`src/rtl/regfile_read_arbiter_if.sv`:
```
// -----------------------------------------------------------------------------
// regfile_read_arbiter_if
//
// Bundles every non-clock signal of regfile_read_arbiter: the per-requester
// request/response handshakes and the shared register-file read port.
//
// Modports
//   slave  : the arbiter. Takes requests and read data; drives grants, the read
//            select and the responses.
//   master : the surrounding core (requesters plus the register-file read mux).
//
// Signals
//   req_valid    [NUM_REQ]           per-requester read request
//   req_addr     [NUM_REQ][ADDR_W]   per-requester register number
//   req_ready    [NUM_REQ]           one-hot grant, request accepted this cycle
//   rf_read_reg  [ADDR_W]            registered select into the read mux
//   rf_read_data [DATA_W]            read mux output
//   rsp_valid    [NUM_REQ]           one-hot, response belongs to that requester
//   rsp_data     [DATA_W]            captured register value
//   rsp_ready    [NUM_REQ]           requester accepts its response
// -----------------------------------------------------------------------------
interface regfile_read_arbiter_if #(
    parameter int NUM_REQ = 4,
    parameter int DATA_W  = 64,
    parameter int ADDR_W  = 5
);
    logic [NUM_REQ-1:0]             req_valid;
    logic [NUM_REQ-1:0][ADDR_W-1:0] req_addr;
    logic [NUM_REQ-1:0]             req_ready;
    logic [ADDR_W-1:0]              rf_read_reg;
    logic [DATA_W-1:0]              rf_read_data;
    logic [NUM_REQ-1:0]             rsp_valid;
    logic [DATA_W-1:0]              rsp_data;
    logic [NUM_REQ-1:0]             rsp_ready;

    modport slave (
        input  req_valid, req_addr, rf_read_data, rsp_ready,
        output req_ready, rf_read_reg, rsp_valid, rsp_data
    );

    modport master (
        output req_valid, req_addr, rf_read_data, rsp_ready,
        input  req_ready, rf_read_reg, rsp_valid, rsp_data
    );
endinterface

```
`src/rtl/regfile_read_arbiter.sv`:
```
// -----------------------------------------------------------------------------
// regfile_read_arbiter
//
// Shares one register-file read port between NUM_REQ requesters (decode,
// store-data, debug, ...) using round-robin arbitration. Each read runs as
// grant -> drive select (READ) -> capture data -> hold response (RESP) until the
// owning requester accepts it. A handshake in RESP can accept the next winner in
// the same cycle, giving one read every two cycles under continuous load.
//
// Ports
//   clk    in  rising-edge clock
//   reset  in  synchronous, active-high reset
//   bus    regfile_read_arbiter_if.slave (requests, responses, read port)
//
// Configuration
//   ZERO_REG_BYPASS_EN  when defined, a read of register 31 (XZR) skips READ,
//                       returns zero one cycle after accept and leaves
//                       rf_read_reg untouched. Undefined: every address,
//                       including 31, is read through the mux.
// -----------------------------------------------------------------------------
module regfile_read_arbiter #(
    parameter int NUM_REQ = 4,
    parameter int DATA_W  = 64,
    parameter int ADDR_W  = 5
) (
    input  logic                   clk,
    input  logic                   reset,
    regfile_read_arbiter_if.slave  bus
);
    localparam int PTR_W = (NUM_REQ > 1) ? $clog2(NUM_REQ) : 1;

    typedef enum logic [1:0] {
        IDLE,
        READ,
        RESP
    } state_t;

    state_t             state;
    state_t             state_next;

    logic [PTR_W-1:0]   rr_ptr;       // last winner; search starts just above it
    logic [PTR_W-1:0]   owner;        // requester whose read is in flight
    logic [ADDR_W-1:0]  read_reg_q;
    logic [NUM_REQ-1:0] rsp_valid_q;
    logic [DATA_W-1:0]  rsp_data_q;

    logic               win_found;
    logic [PTR_W-1:0]   win_idx;
    logic               arb_en;
    logic               owner_ack;
    logic [NUM_REQ-1:0] grant;
    logic               accept;
    logic               win_bypass;

    // ------------------------------------------------------------------
    // Round-robin search: first valid requester at rr_ptr+1, rr_ptr+2, ...
    // wrapping mod NUM_REQ. The current pointer is visited last, so a
    // requester that keeps req_valid high yields to everyone else first.
    // ------------------------------------------------------------------
    always_comb begin
        // NOTE: every combinational output gets a default before any branch,
        // otherwise a path that skips the assignment infers a latch.
        win_found = 1'b0;
        win_idx   = '0;
        for (int i = 1; i <= NUM_REQ; i++) begin
            if (!win_found && bus.req_valid[PTR_W'((int'(rr_ptr) + i) % NUM_REQ)]) begin
                win_found = 1'b1;
                win_idx   = PTR_W'((int'(rr_ptr) + i) % NUM_REQ);
            end
        end
    end

    // A new request may only be taken when the port is free: in IDLE, or in
    // the RESP cycle where the owner accepts its response. rsp_ready from
    // non-owners never opens the window.
    assign owner_ack = (state == RESP) && bus.rsp_ready[owner];
    assign arb_en    = (state == IDLE) || owner_ack;
    assign grant     = (arb_en && win_found && !reset) ? (NUM_REQ'(1) << win_idx) : '0;
    assign accept    = |grant;

`ifdef ZERO_REG_BYPASS_EN
    localparam logic [ADDR_W-1:0] ZERO_REG = ADDR_W'(31);
    assign win_bypass = (bus.req_addr[win_idx] == ZERO_REG);
`else
    assign win_bypass = 1'b0;
`endif

    // ------------------------------------------------------------------
    // FSM
    // ------------------------------------------------------------------
    always_ff @(posedge clk) begin
        if (reset) begin
            state <= IDLE;
        end else begin
            state <= state_next;
        end
    end

    always_comb begin
        state_next = state;
        unique case (state)
            IDLE: begin
                if (accept) begin
                    state_next = win_bypass ? RESP : READ;
                end
            end
            READ: begin
                state_next = RESP;
            end
            RESP: begin
                if (accept) begin
                    state_next = win_bypass ? RESP : READ;
                end else if (owner_ack) begin
                    state_next = IDLE;
                end
            end
            default: begin
                state_next = IDLE;
            end
        endcase
    end

    // ------------------------------------------------------------------
    // Datapath. Later assignments win: an accept in the handshake cycle
    // overrides the rsp_valid clear when the new winner is bypassed.
    // ------------------------------------------------------------------
    always_ff @(posedge clk) begin
        if (reset) begin
            read_reg_q  <= '0;
            rsp_valid_q <= '0;
            rsp_data_q  <= '0;
            rr_ptr      <= PTR_W'(NUM_REQ - 1);
            owner       <= '0;
        end else begin
            // NOTE: state registers use non-blocking assignments so every
            // flop samples the pre-edge values, independent of statement order.
            if (owner_ack) begin
                rsp_valid_q <= '0;
            end

            if (state == READ) begin
                rsp_data_q  <= bus.rf_read_data;
                rsp_valid_q <= NUM_REQ'(1) << owner;
            end

            if (accept) begin
                owner  <= win_idx;
                rr_ptr <= win_idx;
                if (win_bypass) begin
                    rsp_data_q  <= '0;
                    rsp_valid_q <= grant;
                end else begin
                    read_reg_q <= bus.req_addr[win_idx];
                end
            end
        end
    end

    assign bus.req_ready   = grant;
    assign bus.rf_read_reg = read_reg_q;
    assign bus.rsp_valid   = rsp_valid_q;
    assign bus.rsp_data    = rsp_data_q;

endmodule

```
`src/flat_wrapper.sv`:
```
// flat-port wrapper written by rule: the top's interface ports become plain ports
module regfile_read_arbiter_flat 
#(
    parameter int NUM_REQ = 4,
    parameter int DATA_W  = 64,
    parameter int ADDR_W  = 5
)
  (clk, reset, bus_req_valid, bus_req_addr, bus_rf_read_data, bus_rsp_ready, bus_req_ready, bus_rf_read_reg, bus_rsp_valid, bus_rsp_data);
  regfile_read_arbiter_if #(.NUM_REQ(NUM_REQ), .DATA_W(DATA_W), .ADDR_W(ADDR_W)) bus_i ();
  input  logic clk;
  input  logic reset;
  input wire logic [$bits(bus_i.req_valid)-1:0] bus_req_valid;
  input wire logic [$bits(bus_i.req_addr)-1:0] bus_req_addr;
  input wire logic [$bits(bus_i.rf_read_data)-1:0] bus_rf_read_data;
  input wire logic [$bits(bus_i.rsp_ready)-1:0] bus_rsp_ready;
  output wire logic [$bits(bus_i.req_ready)-1:0] bus_req_ready;
  output wire logic [$bits(bus_i.rf_read_reg)-1:0] bus_rf_read_reg;
  output wire logic [$bits(bus_i.rsp_valid)-1:0] bus_rsp_valid;
  output wire logic [$bits(bus_i.rsp_data)-1:0] bus_rsp_data;
  assign bus_i.req_valid = bus_req_valid;
  assign bus_i.req_addr = bus_req_addr;
  assign bus_i.rf_read_data = bus_rf_read_data;
  assign bus_i.rsp_ready = bus_rsp_ready;
  assign bus_req_ready = bus_i.req_ready;
  assign bus_rf_read_reg = bus_i.rf_read_reg;
  assign bus_rsp_valid = bus_i.rsp_valid;
  assign bus_rsp_data = bus_i.rsp_data;
  regfile_read_arbiter #(.NUM_REQ(NUM_REQ), .DATA_W(DATA_W), .ADDR_W(ADDR_W)) u_core (.clk(clk), .reset(reset), .bus(bus_i));
endmodule
```
`config.mk`:
```
export PLATFORM = sky130hd
export DESIGN_NAME = regfile_read_arbiter_flat
export DESIGN_NICKNAME = d
export VERILOG_FILES = /design/src/rtl/regfile_read_arbiter_if.sv /design/src/rtl/regfile_read_arbiter.sv /design/src/flat_wrapper.sv
export SDC_FILE = /design/constraint.sdc
export NUM_CORES = 1
export LEC_CHECK = 0
export CAP_MARGIN = 20
export CORE_ASPECT_RATIO = 1.75
export CORE_MARGIN = 3
export CORE_UTILIZATION = 35
export CTS_CLUSTER_DIAMETER = 120
export DETAILED_ROUTE_END_ITERATION = 10
export PLACE_DENSITY_LB_ADDON = 0.12
export SKIP_CTS_REPAIR_TIMING = 1
export SLEW_MARGIN = 30
export SYNTH_ARGS = -nofsm -noshare
export SYNTH_HDL_FRONTEND = slang
export SYNTH_SLANG_ARGS = --single-unit
```
`constraint.sdc`:
```
create_clock -name clk -period 2 [get_ports clk]
set_input_delay 0.2 -clock clk [delete_from_list [all_inputs] [get_ports clk]]
set_output_delay 0.2 -clock clk [all_outputs]
set_load 0.1 [all_outputs]
```
==> key figures, run 1 <==
Synth
  • Gate Count Post-Synth: 364
  • Area leader, netlist: dfxtp_1
  • Syn Nets: 458
  • Top post-synthesis cells by count: nand2_1, dfxtp_1, a21oi_1
  • Area contributors post-synth: dfxtp_1, nand2_1, a21oi_1
  • Mapped Avg Cell Area: roughly 8.3 um2
  • Number of synthesized flops with an enable pin: 0
  • Most common cell in the netlist: nand2_1
  • Yosys Warn Count: 0
  • Seq cells post-synth: 79
  • Post-synth ARST share: 0%
  • Most used DFF post-synth: dfxtp_1
  • Sequential fraction of the synthesis area: 52.2%
  • Netlist cell types: 32
  • Post-synth top area share: between 50 and 60%
  • Netlist Area Pre-Place: just over 3000 um2

Floorplan
  • Initial core utilization: 36.2%
  • Die outline area: 9850 um2
  • Area of the core: between 8000 and 9000 um2
  • Ports: 171
  • Row count: 44
  • Die width: 76.3 um
  • Die height: 129 um

Power
  • Seq pwr share: roughly a third
  • Total power: 5.10 mW
  • PwrDens: 1000 nW/um2
  • Combinational power share: 33.6%
  • Sw Pwr: 1.90 mW
  • Switching fraction of total power: 37.2%
  • Clock share of power: 31.7%
  • Maximum vdd ir drop: 685 uV
  • Pint: 3.20 mW
  • Pleak: a little over 2 nW

Drt
  • DR WL/cell: 14.0 um
  • DRT iter0 DRCs: 171
  • DRC: 0
  • Post-DRT Antenna Nets: 0
  • First-pass detailed-route iteration total: 4
  • Via count: roughly 3100
  • Vias per inst: between 4 and 5
  • Detailed Route WL: 9110 um

Global route
  • Global-route wire length before repair: 14400 um
  • Initial antenna violation count: 0
  • Remaining global-route overflow: 0
  • Vias in the first global route: 2873
  • Largest net degree at the start of global routing: 79
  • Total global routing track utilization: 18.4%

Clock tree
  • CTS buffer count: 9
  • CTS tree: yes
  • Maximum level of the CTS H-tree: 3
  • Clk buf depth: 2
  • Clk Latency, worst-skew pair: 330 ps
  • Clock Pin Slew Worst Setup and Hold Paths: 60 ps
  • Clk sinks: 79
  • Root buffer cell: clkbuf_16

Worst setup path
  • Worst path cell trace: mux4_2 > o21ai_4 > inv_2 > and3_4 > buf_12
  • Data arrival time of the worst path: between 1500 and 2000 ps
  • Worst path bufs/invs: 2
  • Crit-path max cell delay: approximately 550 ps
  • Critical-path cell with the highest stage delay: mux4_2
  • Crit. End Element: primary output
  • Worst path top cell family by delay: multiplexers
  • WS Path Type: reg -> out
  • Startpoint types: flip-flop
  • Crit Path Max Fanout: 5
  • Worst Path Required: 1800 ps

STA
  • Hold Slack: 183 ps
  • Final Critical Period: 2070 ps
  • Worst Skew: roughly 4.2 ps
  • Final worst-path cycle share: 103%
  • Max Fclk: 484 MHz
  • Final hold vios: 0
  • Slew Limit Fails: 0
  • Final setup margin: -68.2 ps
  • Fin Setup TNS: -224 ps
  • Slew HR: 44.8%
  • Worst slew pin tran: 828 ps
  • RSZ-0062 raised after global routing: yes
  • Final setup vio count: 4

Final layout
  • Fraction of layout cells with a size suffix above 1: a little under a quarter
  • ANT cells: 0
  • Fin nets: 624
  • Synthesis-to-finish area growth: 67.9%
  • Post-route non-filler standard cell count: 650
  • Max FFs per register: 64

Outcome
  • Violated checks: negative setup slack
  • Outcome: complete, but fails checks

Job
  • Max-Cap Viols: 0

Placement
  • Placement Setup Slack: -9.35 ps
  • GP Congestion: 0.766
  • IO Port Bufs: 170
  • Detailed placement HPWL: 6640 um
  • Placed Cells: 632

Hold path
  • Worst hold path type: in -> reg
worst paths after layout:
path | startpoint | endpoint | slack [ps] | cells after the start
max reg2reg | u_core.owner[0] | u_core.bus.rf_read_reg[1] | 180 | 6
min | reset | u_core.state[0] | 180 | 4
min reg2reg | u_core.bus.rsp_data[30] | u_core.bus.rsp_data[30] | 460 | 2
max | u_core.owner[0] | bus_req_ready[1] | -70 | 5
logic make-up after synthesis:
| kind of cell | count (synthesis) | share of synthesized area (%) |
|---|---|---|
| buffers and inverters | 29 | 4.38 |
| muxes | 12 | 4.38 |
| and+or+nand+nor | 159 | 21.7 |
| AOI/OAI and AO/OA | 85 | 17.3 |
| DFF | 79 | 52.2 |
layout make-up:
type                    count  area, um2
clock inverters             5       57.6
fillers                   788       3280
well taps                 115        144
repair buffers            181       1690
flip-flops and latches     79       1590
inverters                   3       11.3
clock buffers              11        243
multi-input cells         256       1360
tightest hold or removal path, cell delays in order:
cell and delay [ps]:
buf_2 100, nor3_2 50, o21ai_4 70, inv_2 40
stage by stage:
| stage | utilization (%) | instance area, um2 |
|---|---|---|
| CTS | 60.2 | 5040 |
| global placement | 56.6 | 4740 |
| detailed placement | 56.6 | 4740 |
| floorplan | - | 3030 |
| global route | 60.8 | 5080 |
| finish | 60.8 | 5080 |
layer usage:
| layer | up-vias | GRT usage [%] | part of all wire (%) |
|---|---|---|---|
| met1 | 1418 | 19.8 | 37 |
| li1 | 1537 | - | - |
| met5 | - | 0 | 0 |
| met2 | 106 | 33.3 | 55 |
| met3 | 7 | 5.77 | 6.3 |
| met4 | 0 | 7.15 | 1.4 |
power by group through the flow:
stage	clock [mW]	combinational (mW)	sequential, mW
after floorplan	0	0.396	2.60
after detailed placement	0	1.71	1.81
after global placement	0	1.69	1.80
final	1.61	1.71	1.77
after CTS	1.67	1.71	1.77
after global routing	1.73	1.79	1.79
layout by cell type, fill, tap and decap left out, drive strengths merged, types with 2 or more instances in the layout:
master / synthesis / routed
nand2b: 3 / 3
dfxtp: 79 / 79
clkdlybuf4s50: 0 / 92
and3: 2 / 2
or2: 2 / 2
nor2b: 3 / 3
o21ai: 2 / 2
or3: 2 / 2
nor3: 2 / 2
o221ai: 5 / 5
mux2i: 11 / 11
a32o: 2 / 2
clkbuf: 18 / 11
a22o: 2 / 2
inv: 3 / 3
buf: 8 / 89
nand3b: 5 / 5
nand2: 131 / 131
a21o: 3 / 3
a21oi: 68 / 68
nor2: 8 / 8
clkinvlp: 0 / 3
(Power assumes the default switching activity.)
==> run 2: changes to the inputs <==
--- a/config.mk
+++ b/config.mk
@@ -8,7 +8,7 @@
 export CAP_MARGIN = 20
 export CORE_ASPECT_RATIO = 1.75
 export CORE_MARGIN = 3
-export CORE_UTILIZATION = 35
+export CORE_UTILIZATION = 38
 export CTS_CLUSTER_DIAMETER = 120
 export DETAILED_ROUTE_END_ITERATION = 10
 export PLACE_DENSITY_LB_ADDON = 0.12
==> key figures, run 2 (same netlist as run 1, synthesis figures left out) <==
Worst setup path
  • Worst reg-to-reg setup slack: 190 ps (about the same)
  • Crit. End Element: primary output
  • Worst path cell trace: mux4_2 > o21ai_4 > inv_2 > and3_4 > buf_12
  • Data arrival time of the worst path: 1880 ps (about the same)
  • Worst R2R Start: u_core.owner[0]
  • Reg2reg end: u_core.bus.rf_read_reg[0]
  • Crit-path max cell delay: 550 ps (about the same)
  • Reg2reg path depth: 6 (unchanged)
  • Crit Path Max Fanout: 4 (-1)
  • WS Path Type: reg -> out
  • Startpoint types: flip-flop
  • Worst Path Required: 1800 ps (about the same)
  • Critical-path cell with the highest stage delay: mux4_2

Drt
  • DRC: 0 (unchanged)
  • DR WL/cell: 14.6 um (+4.4%)
  • First-pass detailed-route iteration total: 4 (unchanged)
  • Vias per inst: 4.86 (+3.0%)
  • Post-DRT Antenna Nets: 0 (unchanged)
  • Detailed Route WL: 9160 um (+0.54%)
  • DRT iter0 DRCs: 172 (+0.58%)
  • Via count: 3044 (-0.78%)

Global route
  • Total global routing track utilization: 19.7% (+1.4 points)
  • Largest net degree at the start of global routing: 79 (unchanged)
  • Remaining global-route overflow: 0 (unchanged)
  • Global-route wire length before repair: 14000 um (-2.7%)
  • Initial antenna violation count: 0 (unchanged)
  • Vias in the first global route: 2932 (+2.1%)

Power
  • Pleak: 2.06 nW (+0.37%)
  • Seq pwr share: 35.4% (+0.6 points)
  • Switching fraction of total power: 37.9% (+0.65 points)
  • Combinational power share: 34.2% (+0.6 points)
  • Clock share of power: 30.4% (-1.3 points)
  • Pint: 3.11 mW (-2.9%)
  • PwrDens: 995 nW/um2 (-0.83%)
  • Sw Pwr: 1.89 mW (-0.22%)
  • Maximum vdd ir drop: 652 uV (-4.7%)

Clock tree
  • CTS buffer count: 9 (unchanged)
  • Root buffer cell: clkbuf_16
  • CTS tree: yes
  • Clk Latency, worst-skew pair: 340 ps (about the same)
  • Clk sinks: 79 (unchanged)
  • Clk buf depth: 2 (unchanged)
  • Clock Pin Slew Worst Setup and Hold Paths: 60 ps (about the same)
  • Maximum level of the CTS H-tree: 3 (unchanged)

Job
  • Max-Cap Viols: 0 (unchanged)

STA
  • Final Critical Period: 2080 ps (+14.4 ps)
  • RSZ-0062 raised after global routing: yes
  • Final hold vios: 0 (unchanged)
  • Final setup margin: -82.5 ps (-14.4 ps)
  • Final setup vio count: 4 (unchanged)
  • Worst slew pin tran: 806 ps (-22.0 ps)
  • Slew HR: 46.3% (+1.5 points)
  • Final worst-path cycle share: 104% (+0.72 points)
  • Max Fclk: 480 MHz (-0.69%)
  • Worst Skew: 5.28 ps (+1.10 ps)
  • Slew Limit Fails: 0 (unchanged)
  • Fin Setup TNS: -249 ps (-25.0 ps)

Floorplan
  • Area of the core: 7670 um2 (-8.3%)
  • Die width: 73.5 um (-3.7%)
  • Ports: 171 (unchanged)
  • Die height: 124 um (-3.8%)
  • Die outline area: 9120 um2 (-7.4%)
  • Row count: 42 (-4.5%)
  • Initial core utilization: 39.5% (+3.3 points)

Hold path
  • Min-delay src: reset
  • Worst hold path type: in -> reg
  • Hold Path Sink: u_core.state[0]
  • Hold Crit Depth: 4 (unchanged)

Placement
  • GP Congestion: 0.765 (about the same)
  • IO Port Bufs: 170 (unchanged)
  • Placed Area: 4700 um2 (-0.82%)
  • Detailed placement HPWL: 6720 um (+1.2%)

Final layout
  • Synthesis-to-finish area growth: 66.0%
  • Most common cell after layout, fill and taps aside: nand2_1
  • Most frequent cells in the layout: nand2_1, clkdlybuf4s50_1, buf_4, dfxtp_1, a21oi_1
  • Fraction of layout cells with a size suffix above 1: 23.2% (+0.057 points)
  • Fin nets: 627 (+0.48%)
  • Max FFs per register: 64 (unchanged)
  • ANT cells: 0 (unchanged)
  • Fillers: 630 (-20%)
  • Post-route cell area: 5030 um2 (-1.1%)
  • Util after Layout: 65.5% (+4.8 points)

Outcome
  • Violated checks: negative setup slack
  • Outcome: complete, but fails checks
-- run 2: layer usage --
metal	vias to the layer above	GRT usage, %	routed length [um]
li1	1543	-	-
met2	116	34.1	4720
met5	-	0	0
met3	21	5.17	707
met1	1364	21.4	3430
met4	0	10.8	295
-- run 2: layout make-up --
class                      instances  area [um2]  area share [%]
timing repair buffer             184        1700            33.7
sequential                        79        1590            31.5
multi-input combinational        256        1350            26.8
clock buffer                      13         260            5.18
tap                               88         110            2.19
clock inverter                     3        17.5           0.348
inverter                           3        11.3           0.224
-- run 2: worst max-delay path, delay by kind of cell, from the launching register on --
kind                   cells  cell delay (ps)
multiplexers               1              550
AO/OA/AOI/OAI              1              210
flip-flops                 1              360
AND/OR/NAND/NOR            1              180
buffers and inverters      2              230
-- run 2: worst max-delay path by stage --
stage | from | to | slack (ps) | cells after the start
2_1_floorplan | u_core.owner[0] | bus_req_ready[0] | -160 | 5
3_3_place_gp | bus_rsp_ready[3] | bus_req_ready[3] | 40 | 6
3_5_place_dp | bus_rsp_ready[3] | bus_req_ready[3] | -10 | 6
4_1_cts | u_core.owner[0] | bus_req_ready[3] | -260 | 5
5_1_grt | u_core.owner[0] | bus_req_ready[3] | -120 | 5
6_report | u_core.owner[0] | bus_req_ready[3] | -80 | 5
-- run 2: per-stage QoR --
stage	power (mW)	setup WS (ps)	hold slack, ps	instances
floorplan	3.00	-164	336	364
global placement	3.49	42.6	442	606
detailed placement	3.51	-11.4	447	606
CTS	5.03	-256	215	622
global route	5.20	-124	224	626
finish	5.00	-82.5	219	626
-- run 2: power by group through the flow --
| stage | Combinational, mW | Sequential [mW] | Clock (mW) |
|---|---|---|---|
| 6_report | 1.71 | 1.77 | 1.52 |
| 5_1_grt | 1.80 | 1.78 | 1.62 |
| 3_5_place_dp | 1.70 | 1.80 | 0 |
| 4_1_cts | 1.71 | 1.77 | 1.55 |
| 3_3_place_gp | 1.69 | 1.80 | 0 |
| 2_1_floorplan | 0.396 | 2.60 | 0 |
